**config.mk**
```make
export PLATFORM = sky130hd
export DESIGN_NAME = sdram_loader_flat
export DESIGN_NICKNAME = d
export VERILOG_FILES = /design/src/rtl/sdram_loader_if.sv /design/src/rtl/sdram_loader.sv /design/src/flat_wrapper.sv
export SDC_FILE = /design/constraint.sdc
export NUM_CORES = 1
export LEC_CHECK = 0
export BUFFER_PORTS_ARGS = -buffer_cell sky130_fd_sc_hd__clkbuf_2
export CORE_MARGIN = 5
export CORE_UTILIZATION = 59
export CTS_BUF_LIST = sky130_fd_sc_hd__clkbuf_2
export DETAILED_ROUTE_END_ITERATION = 6
export PLACE_DENSITY = 0.95
export SETUP_SLACK_MARGIN = 0.5
export SLEW_MARGIN = 20
export SYNTH_ARGS = -nofsm -noshare
export SYNTH_HDL_FRONTEND = slang
export SYNTH_SLANG_ARGS = --single-unit
```
**constraint.sdc**
```tcl
create_clock -name clk -period 2.7 [get_ports clk]
set_input_delay 0 -clock clk [delete_from_list [all_inputs] [get_ports clk]]
set_output_delay 0 -clock clk [all_outputs]
set_load 0.02 [all_outputs]
```
**src/rtl/sdram_loader_if.sv**
```systemverilog
// sdram_bus: toggle req/ack channel between a bus initiator
// and one port of the sdram controller.
interface sdram_bus #(
  parameter int ADDR_BITS = 23
);
  logic                 req;
  logic                 ack;
  logic                 we;
  logic [ADDR_BITS-1:0] address;
  logic [15:0]          data_write;
  logic [15:0]          data_read;

  modport initiator (
    output req, we, address, data_write,
    input  ack, data_read
  );

  modport target (
    input  req, we, address, data_write,
    output ack, data_read
  );
endinterface

```
**src/rtl/sdram_loader.sv**
```systemverilog
// sdram_loader: packs a byte stream little-endian into 16-bit words
// and writes them to consecutive SDRAM word addresses via sdram_bus.
module sdram_loader #(
  parameter int ADDR_BITS = 23
) (
  input  logic                 clk,
  input  logic                 rst_n,
  input  logic                 start,
  input  logic [ADDR_BITS-1:0] base_addr,
  input  logic [7:0]           byte_data,
  input  logic                 byte_valid,
  input  logic                 byte_last,
  output logic                 byte_ready,
  output logic                 busy,
  output logic                 done,
  sdram_bus.initiator          bus
);

  typedef enum logic [2:0] {
    SYNC,
    IDLE,
    LOW,
    HIGH,
    WRITE
  } state_t;

  state_t               state;
  logic [ADDR_BITS-1:0] addr;
  logic [ADDR_BITS-1:0] address_q;
  logic [15:0]          data_q;
  logic                 req_q;
  logic                 we_q;
  logic                 ack_q;
  logic                 last_q;
  logic                 issue;

  assign bus.req        = req_q;
  assign bus.we         = we_q;
  assign bus.address    = address_q;
  assign bus.data_write = data_q;

  // A word is complete on a high byte, or on a final low byte.
  assign issue = byte_valid &&
                 ((state == HIGH) ||
                  (state == LOW && byte_last));

  always_ff @(posedge clk or negedge rst_n) begin
    if (!rst_n) begin
      state      <= SYNC;
      addr       <= '0;
      address_q  <= '0;
      data_q     <= '0;
      req_q      <= 1'b0;
      we_q       <= 1'b0;
      ack_q      <= 1'b0;
      last_q     <= 1'b0;
      byte_ready <= 1'b0;
      busy       <= 1'b0;
      done       <= 1'b0;
    end else begin
      ack_q <= bus.ack;
      done  <= 1'b0;
      unique case (state)
        SYNC: begin
          // Drop any request lost across reset.
          req_q <= bus.ack;
          state <= IDLE;
        end
        IDLE: begin
          if (start) begin
            addr       <= base_addr;
            busy       <= 1'b1;
            byte_ready <= 1'b1;
            last_q     <= 1'b0;
            state      <= LOW;
          end
        end
        LOW: begin
          if (byte_valid) begin
            if (byte_last) begin
              data_q <= {8'h00, byte_data};
              last_q <= 1'b1;
            end else begin
              data_q[7:0] <= byte_data;
              state       <= HIGH;
            end
          end
        end
        HIGH: begin
          if (byte_valid) begin
            data_q[15:8] <= byte_data;
            last_q       <= byte_last;
          end
        end
        WRITE: begin
          if (ack_q == req_q) begin
            addr <= addr + 1'b1;
            if (last_q) begin
              busy  <= 1'b0;
              done  <= 1'b1;
              state <= IDLE;
            end else begin
              byte_ready <= 1'b1;
              state      <= LOW;
            end
          end
        end
        default: state <= SYNC;
      endcase
      if (issue) begin
        we_q       <= 1'b1;
        address_q  <= addr;
        req_q      <= ~req_q;
        byte_ready <= 1'b0;
        state      <= WRITE;
      end
    end
  end

endmodule

```
**src/flat_wrapper.sv**
```systemverilog
// flat-port wrapper written by rule: the top's interface ports become plain ports
module sdram_loader_flat 
#(
  parameter int ADDR_BITS = 23
)
  (clk, rst_n, start, base_addr, byte_data, byte_valid, byte_last, byte_ready, busy, done, bus_req, bus_we, bus_address, bus_data_write, bus_ack, bus_data_read);
  sdram_bus #(.ADDR_BITS(ADDR_BITS)) bus_i ();
  input  logic clk;
  input  logic rst_n;
  input  logic start;
  input  logic [ADDR_BITS-1:0] base_addr;
  input  logic [7:0] byte_data;
  input  logic byte_valid;
  input  logic byte_last;
  output logic byte_ready;
  output logic busy;
  output logic done;
  output wire logic [$bits(bus_i.req)-1:0] bus_req;
  output wire logic [$bits(bus_i.we)-1:0] bus_we;
  output wire logic [$bits(bus_i.address)-1:0] bus_address;
  output wire logic [$bits(bus_i.data_write)-1:0] bus_data_write;
  input wire logic [$bits(bus_i.ack)-1:0] bus_ack;
  input wire logic [$bits(bus_i.data_read)-1:0] bus_data_read;
  assign bus_req = bus_i.req;
  assign bus_we = bus_i.we;
  assign bus_address = bus_i.address;
  assign bus_data_write = bus_i.data_write;
  assign bus_i.ack = bus_ack;
  assign bus_i.data_read = bus_data_read;
  sdram_loader #(.ADDR_BITS(ADDR_BITS)) u_core (.clk(clk), .rst_n(rst_n), .start(start), .base_addr(base_addr), .byte_data(byte_data), .byte_valid(byte_valid), .byte_last(byte_last), .byte_ready(byte_ready), .busy(busy), .done(done), .bus(bus_i));
endmodule
```
Word-level counts from Yosys, hierarchy flattened
Index checks and enable logic that the tools add are counted.
Storage, ports and cells
  register bits: 72
  bits of input ports: 53
  output and inout bits: 44
  logic and storage cells: 79
Operators by class
  $add $sub $neg: 1
  equality and inequality tests: 17
  multiplexer cells: 32
  bitwise operators: 1
  reductions and logical operators: 16
Operators with widths (count)
  23-bit two-way mux: 2
  23-bit one-hot mux with 2 select lines: 1
  23-bit by 1-bit adder with 23-bit output (second input constant): 1
  16-bit two-way mux: 1
  8-bit two-way mux: 2
  8-bit one-hot mux with 2 select lines: 1
  1-bit two-way mux: 15
  3-bit two-way mux: 5
  3-bit one-hot mux with 5 select lines: 1
  4-bit AND reduction: 3
  5-bit AND reduction: 2
  3-bit by 2-bit inequality test with 1-bit output (second input constant): 3
  2-bit inequality test (second input constant): 4
  3-bit by 2-bit == test with 1-bit output (second input constant): 2
  2-bit by 1-bit inequality test with 1-bit output (second input constant): 3
  2-bit nonzero test: 3
  3-bit nonzero test: 2
  1-bit one-hot mux with 2 select lines: 2
  3-bit by 1-bit == test with 1-bit output (second input constant): 1
  3-bit == test (second input constant): 1
  3-bit zero test: 1
  3-bit by 1-bit inequality test with 1-bit output (second input constant): 1
  3-bit inequality test (second input constant): 1
  1-bit one-hot mux with 3 select lines: 1
  7 further kinds: 8

Logic depth before layout (Yosys ltp)
Gate-level depths: netlist of the first run.
  depth in word-level cells: 6
  mapped depth: 7
  depth with buffers taken out: 5

Worst setup path after synthesis of the first run
Ideal clock, no wire load.
  path type: register -> register
  start: register u_core.req_q (netlist: u_core.bus.req)
  end: register u_core.addr[22]
  setup time: 0.145 ns
  arrival time: 1.563 ns
  required time: 2.555 ns
  path slack: 0.993 ns
  stages on the path, launching flop included: 7
  period minus slack after synthesis: 1.707 ns
  cell sequence: dfrtp_1 clkbuf_2 xnor2_1 a21oi_4 buf_2 a21boi_0 o211ai_1
Between the ends
  word-level cells in the longest chain between the ends: 3
RTL lines
  from (decl): RTL line sdram_loader.sv:31  | logic req_q;
  from (signal assigned): RTL line sdram_loader.sv:66  | req_q <= bus.ack;
  from (signal assigned): RTL line sdram_loader.sv:113  | req_q <= ~req_q;
  1-bit == test: RTL line sdram_loader.sv:96  | if (ack_q == req_q) begin
  2-bit by 1-bit inequality test with 1-bit output (no source line)
  3-bit AND reduction (no source line)
  to (signal assigned): RTL line sdram_loader.sv:71  | addr <= base_addr;
  to (signal assigned): RTL line sdram_loader.sv:97  | addr <= addr + 1'b1;
  to (decl): RTL line sdram_loader.sv:28  | logic [ADDR_BITS-1:0] addr;
Every way passes these cells.
A chain may end at the register's enable or synchronous reset.

Final worst setup path of the first run
  start: register u_core.state[1]
  end: register u_core.addr[6]
Between the ends
  word-level cells in the longest chain between the ends: 3
RTL lines
  from (decl): RTL line sdram_loader.sv:27  | state_t state;
  from (signal assigned): RTL line sdram_loader.sv:49  | state <= SYNC;
  from (signal assigned): RTL line sdram_loader.sv:67  | state <= IDLE;
  from (signal assigned): RTL line sdram_loader.sv:75  | state <= LOW;
  3-bit == test or 3-bit by 1-bit == test with 1-bit output (tied branches): RTL line sdram_loader.sv:63  | unique case (state)
  2-bit by 1-bit inequality test with 1-bit output (no source line) (tied with other cells)
  3-bit AND reduction (no source line)
Several ways; a longest one is shown, not always the timed one.

==> results of run 1 <==
worst max-delay path: stages (launching register included):
cell	delay [ns]
dfrtp_1	0.61
or3b_1	0.55
o21ai_2	0.63
a2bb2oi_1	0.18
cells in the mapped netlist (2+ instances only):
library cell,instances
nand2_1,95
buf_4,3
inv_1,7
buf_1,2
mux2_2,8
a21oi_1,17
a311oi_1,2
buf_2,13
nand3_1,23
mux2i_1,2
nor3_1,5
a21boi_0,2
o21ai_1,3
dfrtp_1,72
a22oi_1,2
and4_1,6
a2bb2oi_1,8
nand2b_1,3
o22ai_1,12
and3_1,10
a211oi_1,9
nand4_1,12
and2_1,4
o32ai_1,2
clkbuf_1,10
nor2_1,17
nor3b_4,2
o21ai_0,17
per-layer routing:
layer	part of all wire	global-route usage
met5	0	0
met4	0.048	0.144
met3	0.085	0.0339
met2	0.49	0.438
met1	0.38	0.342
sequential cells by signal, indices dropped and copies added (netlist names):
register               flops
u_core.addr               23
u_core.bus.address        23
u_core.bus.data_write     16
u_core.state               3
u_core.ack_q               1
u_core.bus.req             1
u_core.bus.we              1
u_core.busy                1
u_core.byte_ready          1
u_core.done                1
u_core.last_q              1
repair_timing:
| action | CTS | global route |
|---|---|---|
| hold buffers | 37 | 0 |
| gates resized for setup | 0 | 1 |
| buffers inserted | 0 | 2 |
| hold endpoints to repair | 115 | 0 |
| setup endpoints to repair | 0 | 10 |
cell families (layout without fill, tap and decap cells):
family,count (synthesis),in the layout,share of synthesized area
AO/OA/AOI/OAI,86,87,0.162
XOR/XNOR,2,2,0.00489
adder cells (fa/ha/maj),1,1,0.00349
buffers and inverters,36,145,0.0458
flip-flops,72,72,0.503
multiplexers,10,10,0.0307
AND/OR/NAND/NOR,185,185,0.250
power breakdown:
part / internal [mW] / switching (mW)
logic: 0.842 / 1.47
registers: 1.58 / 0.531
clock network: 0.111 / 0.373
total: 2.53 / 2.37
cells in the final DEF (no fill, tap or decap), drive strengths merged, types with 2 or more instances in the layout:
master	synthesis	routed
a211oi	9	9
a21boi	2	2
a21oi	18	18
a22oi	2	2
a2bb2oi	8	8
a311oi	2	2
and2	4	4
and3	10	10
and4	6	6
buf	18	8
clkbuf	11	90
clkinv	0	3
dfrtp	72	72
dlygate4sd3	0	37
inv	7	7
mux2	8	8
mux2i	2	2
nand2	95	95
nand2b	3	3
nand3	23	23
nand4	12	12
nor2	18	18
nor3	5	5
nor3b	2	2
o21ai	21	22
o22ai	12	12
o32ai	2	2
area by class of cell:
class,instances,area (um2),area share
clock inverter,3,11.3,0.00252
multi-input combinational,285,1630,0.365
sequential,72,1800,0.404
clock buffer,11,55.1,0.0123
tap,75,93.8,0.0210
timing repair buffer,124,848,0.190
inverter,7,26.3,0.00589
final timing paths:
kind / cells past startpoint / slack [ns] / from / end
worst max-delay path: 3 / 0.55 / u_core.state[1] / u_core.addr[6]
worst min-delay path: 3 / -0.002 / rst_n / u_core.bus.address[20]
worst max register to register: 3 / 0.55 / u_core.state[1] / u_core.addr[6]
worst min register to register: 2 / 0.50 / u_core.bus.data_write[9] / u_core.bus.data_write[9]
max in group asynchronous: 3 / 2.35 / rst_n / u_core.bus.data_write[9]
min in group clk: 2 / 0.15 / bus_ack / u_core.ack_q
==> flow_metrics.py, run 1 <==
metrics = {
    "run_status": {
        "run_status": "complete, but fails checks",
        "violations": "hold timing",
    },
    "yosys": {
        "yosysWarnings": 0,
        "synth_area_leaders": "dfrtp_1 (50%), nand2_1 (10%), nand3_1 (3.2%)",
        "syn_area_per_cell_um2": 9.14,
        "synth_largest_area_cell": "dfrtp_1",
        "yosys.cell_types.count": 52,
        "synth-seq-cells": 72,
        "synth-edff-count": 0,
        "syn_nets": 446,
        "syn-cell-area_mm2": 0.00358,
        "synth_top_area_frac": 0.503,
        "syn_inst": 392,
        "synth_ff_type": "dfrtp_1",
        "ys_seq_area_frac": 0.503,
        "synthArstFlopShare": 1.00,
    },
    "timing": {
        "fin_crit_sh": 0.796,
        "setup_viol": 0,
        "fmax_mhz": 465,
        "finalHoldViolCount": 2,
        "whs_ns": -0.00240,
        "period_needed_ns": 2.15,
        "rsz0062_at_grt": "false",
        "maxSlewHeadroom": 0.524,
        "fin_setup_tns_ns": 0,
        "skew_ns": 0.0483,
        "setup_slack_ns": 0.552,
        "final-max-slew-violation-count": 0,
        "tightest_slew_ns": 0.714,
    },
    "finish": {
        "finalNonFillerCells": 577,
        "layout.nets": 553,
        "drive_above_1_share": 0.225,
        "utilization": 0.754,
        "fin_area_mm2": 0.00446,
        "diodes": 0,
        "fill_cells": 374,
        "area_delta_synth_final_pct": 24.6,
    },
    "floorplanning": {
        "die_w_um": 87.9,
        "dieArea_mm2": 0.00773,
        "num_rows": 28,
        "coreArea_mm2": 0.00592,
        "top_level_ports": 97,
        "die_h_um": 87.9,
        "start_util": 0.605,
    },
    "global_routing": {
        "grt-ovfl-total": 0,
        "grt_pass1_vias": 3329,
        "globalRouteTotalUtil": 0.266,
        "grt_pass1_wl_um": 15900,
        "antenna_found_initial": 0,
        "grt_start_max_net_pins": 73,
    },
    "worst_setup_path": {
        "crit_type": "flop to flop",
        "start_kind": "flop",
        "worstPathMaxFanout": 14,
        "endpoint_kind": "flop",
        "cp_data_arrival_time_ns": 2.53,
        "cp.required_ns": 3.08,
    },
    "placed_design": {
        "dp_hpwl_um": 6140,
        "finalWeightedCongestion": 0.888,
        "io_buffers": 80,
        "dp_cells": 523,
        "place_area_mm2": 0.00399,
        "dp_slack_ns": 0.618,
    },
    "detailed_routing": {
        "drc_errors": 0,
        "drt_iter0_drc": 590,
        "finalWirelength_um": 10500,
        "drt-vias-per-instance": 6.24,
        "vias": 3598,
        "wl_per_cell_um": 18.1,
        "detailedRoute.firstPassIterationCount": 7,
        "ant_nets": 0,
    },
    "pwr": {
        "power_density_mw_per_mm2": 1100,
        "power_mw": 4.90,
        "leakage_nw": 2.12,
        "worst_ir_drop_vdd_v": 0.000657,
    },
    "clocking": {
        "clock_path_buffers": 2,
        "root_buffer": "clkbuf_2",
        "worstSkewPairLatency_ns": 0.55,
        "clkTransAtPathRegs_ns": 0.23,
        "cts_tree": "yes",
        "cts_buffers": 9,
        "clkSinkCount": 72,
        "htreeDepth": 3,
    },
    "run": {
        "cap_violations": 0,
    },
    "hold_path": {
        "worst_hold_path_type": "input pin to async pin",
    },
}
(Power assumes the default switching activity.)
==> inputs of run 2 (changes only) <==
CORE_UTILIZATION = 49   (was 59)
PLACE_DENSITY = 0.86   (was 0.95)
clock period = 1.89 ns   (was 2.7 ns; I/O delays follow)
==> flow_metrics.py, run 2 (synthesis gave the netlist of run 1 again) <==
metrics = {
    "clocking": {
        "clkTransAtPathRegs_ns": 0.23,
        "root_buffer": "clkbuf_2",
        "htreeDepth": 3,
        "clkSinkCount": 72,
        "cts_buffers": 9,
        "worstSkewPairLatency_ns": 0.61,
        "clock_path_buffers": 2,
        "cts_tree": "yes",
    },
    "worst_setup_path": {
        "crit_type": "flop to flop",
        "cp.required_ns": 2.37,
        "slowest_stage": "dfrtp_1",
        "worstPathMaxFanout": 6,
        "startpoint": "u_core.addr[11]",
        "cp_data_arrival_time_ns": 2.38,
        "max_stage_delay_ns": 0.58,
        "r2r-start": "u_core.addr[11]",
        "start_kind": "flop",
        "crit_chain": "and4_1 -> nand4_1 -> o311ai_1 -> o211ai_1",
        "endpoint_kind": "flop",
    },
    "detailed_routing": {
        "drt-vias-per-instance": 6.55,
        "wl_per_cell_um": 24.1,
        "drc_errors": 31,
        "detailedRoute.firstPassIterationCount": 7,
        "finalWirelength_um": 15900,
        "vias": 4327,
        "ant_nets": 0,
        "drt_iter0_drc": 712,
    },
    "timing": {
        "period_needed_ns": 1.90,
        "rsz0062_at_grt": "true",
        "tightest_slew_ns": 0.390,
        "final-max-slew-violation-count": 0,
        "finalHoldViolCount": 0,
        "fmax_mhz": 526,
        "setup_viol": 1,
        "setup_slack_ns": -0.0118,
        "maxSlewHeadroom": 0.736,
        "skew_ns": 0.0417,
        "fin_crit_sh": 1.01,
    },
    "global_routing": {
        "grt_pass1_wl_um": 21400,
        "antenna_found_initial": 0,
        "globalRouteTotalUtil": 0.309,
        "grt_pass1_vias": 4141,
        "grt-ovfl-total": 0,
        "grt_start_max_net_pins": 73,
    },
    "run_status": {
        "run_status": "complete, but fails checks",
        "violations": "DRC, setup timing",
    },
    "placed_design": {
        "dp_hpwl_um": 6120,
        "place_area_mm2": 0.00416,
        "io_buffers": 80,
        "dp_slack_ns": 0.0311,
        "finalWeightedCongestion": 0.848,
    },
    "hold_path": {
        "worst_hold_path_type": "input pin to flop",
        "worstHoldStart": "bus_ack",
    },
    "finish": {
        "fin_area_mm2": 0.00585,
        "diodes": 0,
        "final_cell_mix": "clkbuf_2 (89), nand2_1 (65), dfrtp_1 (62), dlygate4sd3_1 (37), nand2_2 (27)",
        "drive_above_1_share": 0.498,
        "layout.nets": 611,
        "utilization": 0.815,
        "layout_commonest_cell": "clkbuf_2",
        "area_delta_synth_final_pct": 63.3,
    },
    "pwr": {
        "leakage_nw": 2.66,
        "intPower_mw": 5.05,
        "power_density_mw_per_mm2": 1660,
        "netSwitchingPower_mw": 4.64,
        "seqPwrFrac": 0.319,
        "sw_frac_of_total": 0.478,
        "worst_ir_drop_vdd_v": 0.000985,
        "power.share.combinational": 0.581,
        "power.share.clock": 0.100,
    },
    "floorplanning": {
        "start_util": 0.499,
        "die_h_um": 95.5,
        "dieArea_mm2": 0.00912,
        "die_w_um": 95.5,
        "num_rows": 31,
        "coreArea_mm2": 0.00718,
        "top_level_ports": 97,
    },
    "run": {
        "cap_violations": 0,
    },
}
[run 2: path summary, 6_finish.rpt]
check / to / slack (ns) / cells after the start
hold / removal: u_core.ack_q / 0.08 / 2
hold reg to reg: u_core.bus.data_write[10] / 0.51 / 2
setup / recovery: u_core.addr[22] / -0.01 / 4
setup reg to reg: u_core.addr[22] / -0.01 / 4
min in group asynchronous: u_core.bus.we / 0.47 / 4
max in group asynchronous: u_core.bus.req / 1.03 / 4
[run 2: worst max-delay path: cells and delay by family (launching register included)]
| kind | cells | cell delay (ns) |
|---|---|---|
| AND/OR/NAND/NOR | 2 | 0.59 |
| AO/OA/AOI/OAI | 2 | 0.62 |
| flip-flops | 1 | 0.58 |
[run 2: cell type report]
class | count | area [um2]
Sequential cell | 72 | 1810
Clock buffer | 10 | 50.0
Fill cell | 350 | 1330
Clock inverter | 6 | 68.8
Tap cell | 99 | 124
Timing Repair Buffer | 175 | 1570
Multi-Input combinational cell | 292 | 2200
Inverter | 7 | 26.3
[run 2: timing repair]
| action | 4_1_cts | 5_1_grt |
|---|---|---|
| gates resized for setup | 68 | 99 |
| hold buffers | 37 | 0 |
| hold endpoints to repair | 118 | 0 |
| cloned | 13 | 4 |
| buffers inserted | 29 | 5 |
| endpoints found under the setup margin | 67 | 70 |
| pin swaps | 18 | 61 |
[run 2: routing by layer]
metal	up-vias	track usage	wire length [um]
met3	139	0.0750	1880
li1	1747	-	-
met2	365	0.511	7320
met4	0	0.166	1320
met5	-	0	0
met1	2076	0.370	5380
[run 2: per-stage QoR]
| step | std cells | total power [mW] | setup TNS, ns | hold slack (ns) |
|---|---|---|---|---|
| global route | 661 | 10.0 | -0.00327 | 0.0752 |
| CTS | 652 | 8.29 | 0 | 0.0984 |
| finish | 661 | 9.69 | -0.0118 | 0.0754 |
| detailed placement | 557 | 6.28 | 0 | 0.0559 |
| floorplan | 392 | 5.26 | 0 | -0.296 |
| global placement | 557 | 6.13 | 0 | 0.0582 |
[run 2: power by group through the flow]
stage / logic, mW / registers, mW / clock network (mW)
3_5_place_dp: 3.37 / 2.92 / 0
3_3_place_gp: 3.27 / 2.86 / 0
2_1_floorplan: 1.95 / 3.32 / 0
6_report: 5.63 / 3.09 / 0.971
5_1_grt: 5.88 / 3.13 / 1.03
4_1_cts: 4.50 / 2.86 / 0.926
==> inputs of run 3 (changes only) <==
CORE_ASPECT_RATIO = 0.7   (was unset)
==> flow_metrics.py, run 3 (synthesis gave the netlist of run 1 again) <==
metrics = {
    "global_routing": {
        "antenna_found_initial": 0,
        "grt-ovfl-total": 0,
        "grt_pass1_vias": 3924,
        "grt_pass1_wl_um": 20300,
        "globalRouteTotalUtil": 0.285,
        "grt_start_max_net_pins": 28,
    },
    "worst_setup_path": {
        "reg2reg_setup_slack_ns": 0.14,
        "cp.buffers_inverters": 1,
        "crit_type": "flop to flop",
        "max_stage_delay_ns": 0.47,
        "cp_data_arrival_time_ns": 2.21,
        "reg2reg_depth": 5,
        "slowest_stage": "or3b_4",
        "worstPathMaxFanout": 10,
        "cp.required_ns": 2.36,
        "cp_common_cell": "o21ai_1",
        "r2r-start": "u_core.state[1]",
        "crit_chain": "or3b_4 -> bufbuf_16 -> nor2_1 -> o21ai_1 -> o21ai_1",
        "start_kind": "flop",
        "crit_family": "simple AND/OR/NAND/NOR gates",
        "reg2reg_to": "u_core.addr[3]",
        "endpoint_kind": "flop",
    },
    "finish": {
        "layout.nets": 614,
        "finalNonFillerCells": 661,
        "final_cell_mix": "clkbuf_2 (90), dfrtp_1 (66), nand2_1 (64), dlygate4sd3_1 (38), buf_4 (30)",
        "drive_above_1_share": 0.451,
        "diodes": 0,
        "fill_cells": 407,
        "layout_commonest_cell": "clkbuf_2",
        "fin_area_mm2": 0.00567,
        "utilization": 0.785,
        "seqCellArea_mm2": 0.00181,
        "area_delta_synth_final_pct": 58.2,
        "multi_input_area_mm2": 0.00205,
    },
    "detailed_routing": {
        "wl_met2_um": 7080,
        "wl_met1_um": 5680,
        "wl_met3_um": 2130,
        "detailedRoute.firstPassIterationCount": 7,
        "finalWirelength_um": 16000,
        "highest_layer": "met4",
        "vias": 4412,
        "drt_iter0_drc": 872,
        "wl_per_cell_um": 24.2,
        "drc_errors": 0,
        "ant_nets": 0,
        "drt-vias-per-instance": 6.67,
    },
    "hold_path": {
        "holdPathEnd": "u_core.ack_q",
        "worstHoldStart": "bus_ack",
        "worst_hold_path_type": "input pin to flop",
        "min_delay_path_depth": 2,
    },
    "clocking": {
        "worstSkewPairLatency_ns": 0.54,
        "cts_tree": "yes",
        "clock_path_buffers": 2,
        "clkTransAtPathRegs_ns": 0.20,
        "root_buffer": "clkbuf_2",
        "clkSinkCount": 72,
        "htreeDepth": 3,
        "cts_buffers": 9,
    },
    "floorplanning": {
        "die_w_um": 112,
        "dieArea_mm2": 0.00915,
        "die_h_um": 81.5,
        "num_rows": 26,
        "coreArea_mm2": 0.00722,
        "top_level_ports": 97,
        "start_util": 0.496,
    },
    "timing": {
        "setup_viol": 0,
        "finalHoldViolCount": 0,
        "setup_slack_ns": 0.144,
        "maxSlewHeadroom": 0.546,
        "whs_ns": 0.0970,
        "fmax_mhz": 573,
        "final-max-slew-violation-count": 0,
        "tightest_slew_ns": 0.678,
        "skew_ns": 0.0284,
        "fin_crit_sh": 0.924,
        "rsz0062_at_grt": "true",
        "fin_setup_tns_ns": 0,
        "period_needed_ns": 1.75,
    },
    "run_status": {
        "run_status": "completed",
    },
    "placed_design": {
        "dp_slack_ns": 0.115,
        "dp_hpwl_um": 6690,
        "io_buffers": 80,
        "dp_cells": 558,
        "finalWeightedCongestion": 0.890,
        "place_area_mm2": 0.00419,
    },
    "pwr": {
        "leakage_nw": 2.61,
        "power_density_mw_per_mm2": 1610,
        "power_mw": 9.12,
        "worst_ir_drop_vdd_v": 0.000678,
    },
    "run": {
        "cap_violations": 0,
    },
}
-- run 3: area by class of cell --
| cell class | instances | area share |
|---|---|---|
| clock buffer | 11 | 0.00971 |
| clock inverter | 3 | 0.00199 |
| inverter | 7 | 0.00464 |
| multi-input combinational | 290 | 0.362 |
| sequential | 72 | 0.319 |
| tap | 98 | 0.0216 |
| timing repair buffer | 180 | 0.281 |
-- run 3: how the worst max path moves through the flow --
stage,to,cells past startpoint,startpoint
finish,u_core.addr[3],5,u_core.state[1]
global route,u_core.addr[22],5,u_core.addr[0]
CTS,u_core.addr[22],4,u_core.state[2]
detailed placement,u_core.bus.address[8],5,u_core.state[2]
global placement,u_core.bus.address[8],5,u_core.state[2]
floorplan,u_core.bus.data_write[0],4,u_core.state[2]
-- run 3: power by group --
group	switching [mW]	total (mW)	internal (mW)	leakage, nW
combinational	3.00	5.30	2.30	1.70
clock	0.543	0.701	0.158	0.0504
sequential	0.852	3.12	2.27	0.860
total	4.39	9.12	4.73	2.61
-- run 3: layer usage --
layer	GRT usage	up-vias
li1	-	1742
met1	0.351	2075
met2	0.477	445
met4	0.124	0
met5	0	-
met3	0.0825	150
-- run 3: what timing repair did --
action | in CTS | in global routing
pin swaps | 7 | 58
setup buffers | 21 | 14
endpoints found under the setup margin | 67 | 68
hold buffers | 38 | 0
gates cloned | 10 | 6
resized for setup | 29 | 99
hold endpoints to repair | 94 | 0
-- run 3: worst register-to-register path, cell delays in order (launching register included) --
cell and delay (ns):
dfrtp_1 0.46, or3b_4 0.48, bufbuf_16 0.31, nor2_1 0.19
o21ai_1 0.12, o21ai_1 0.13
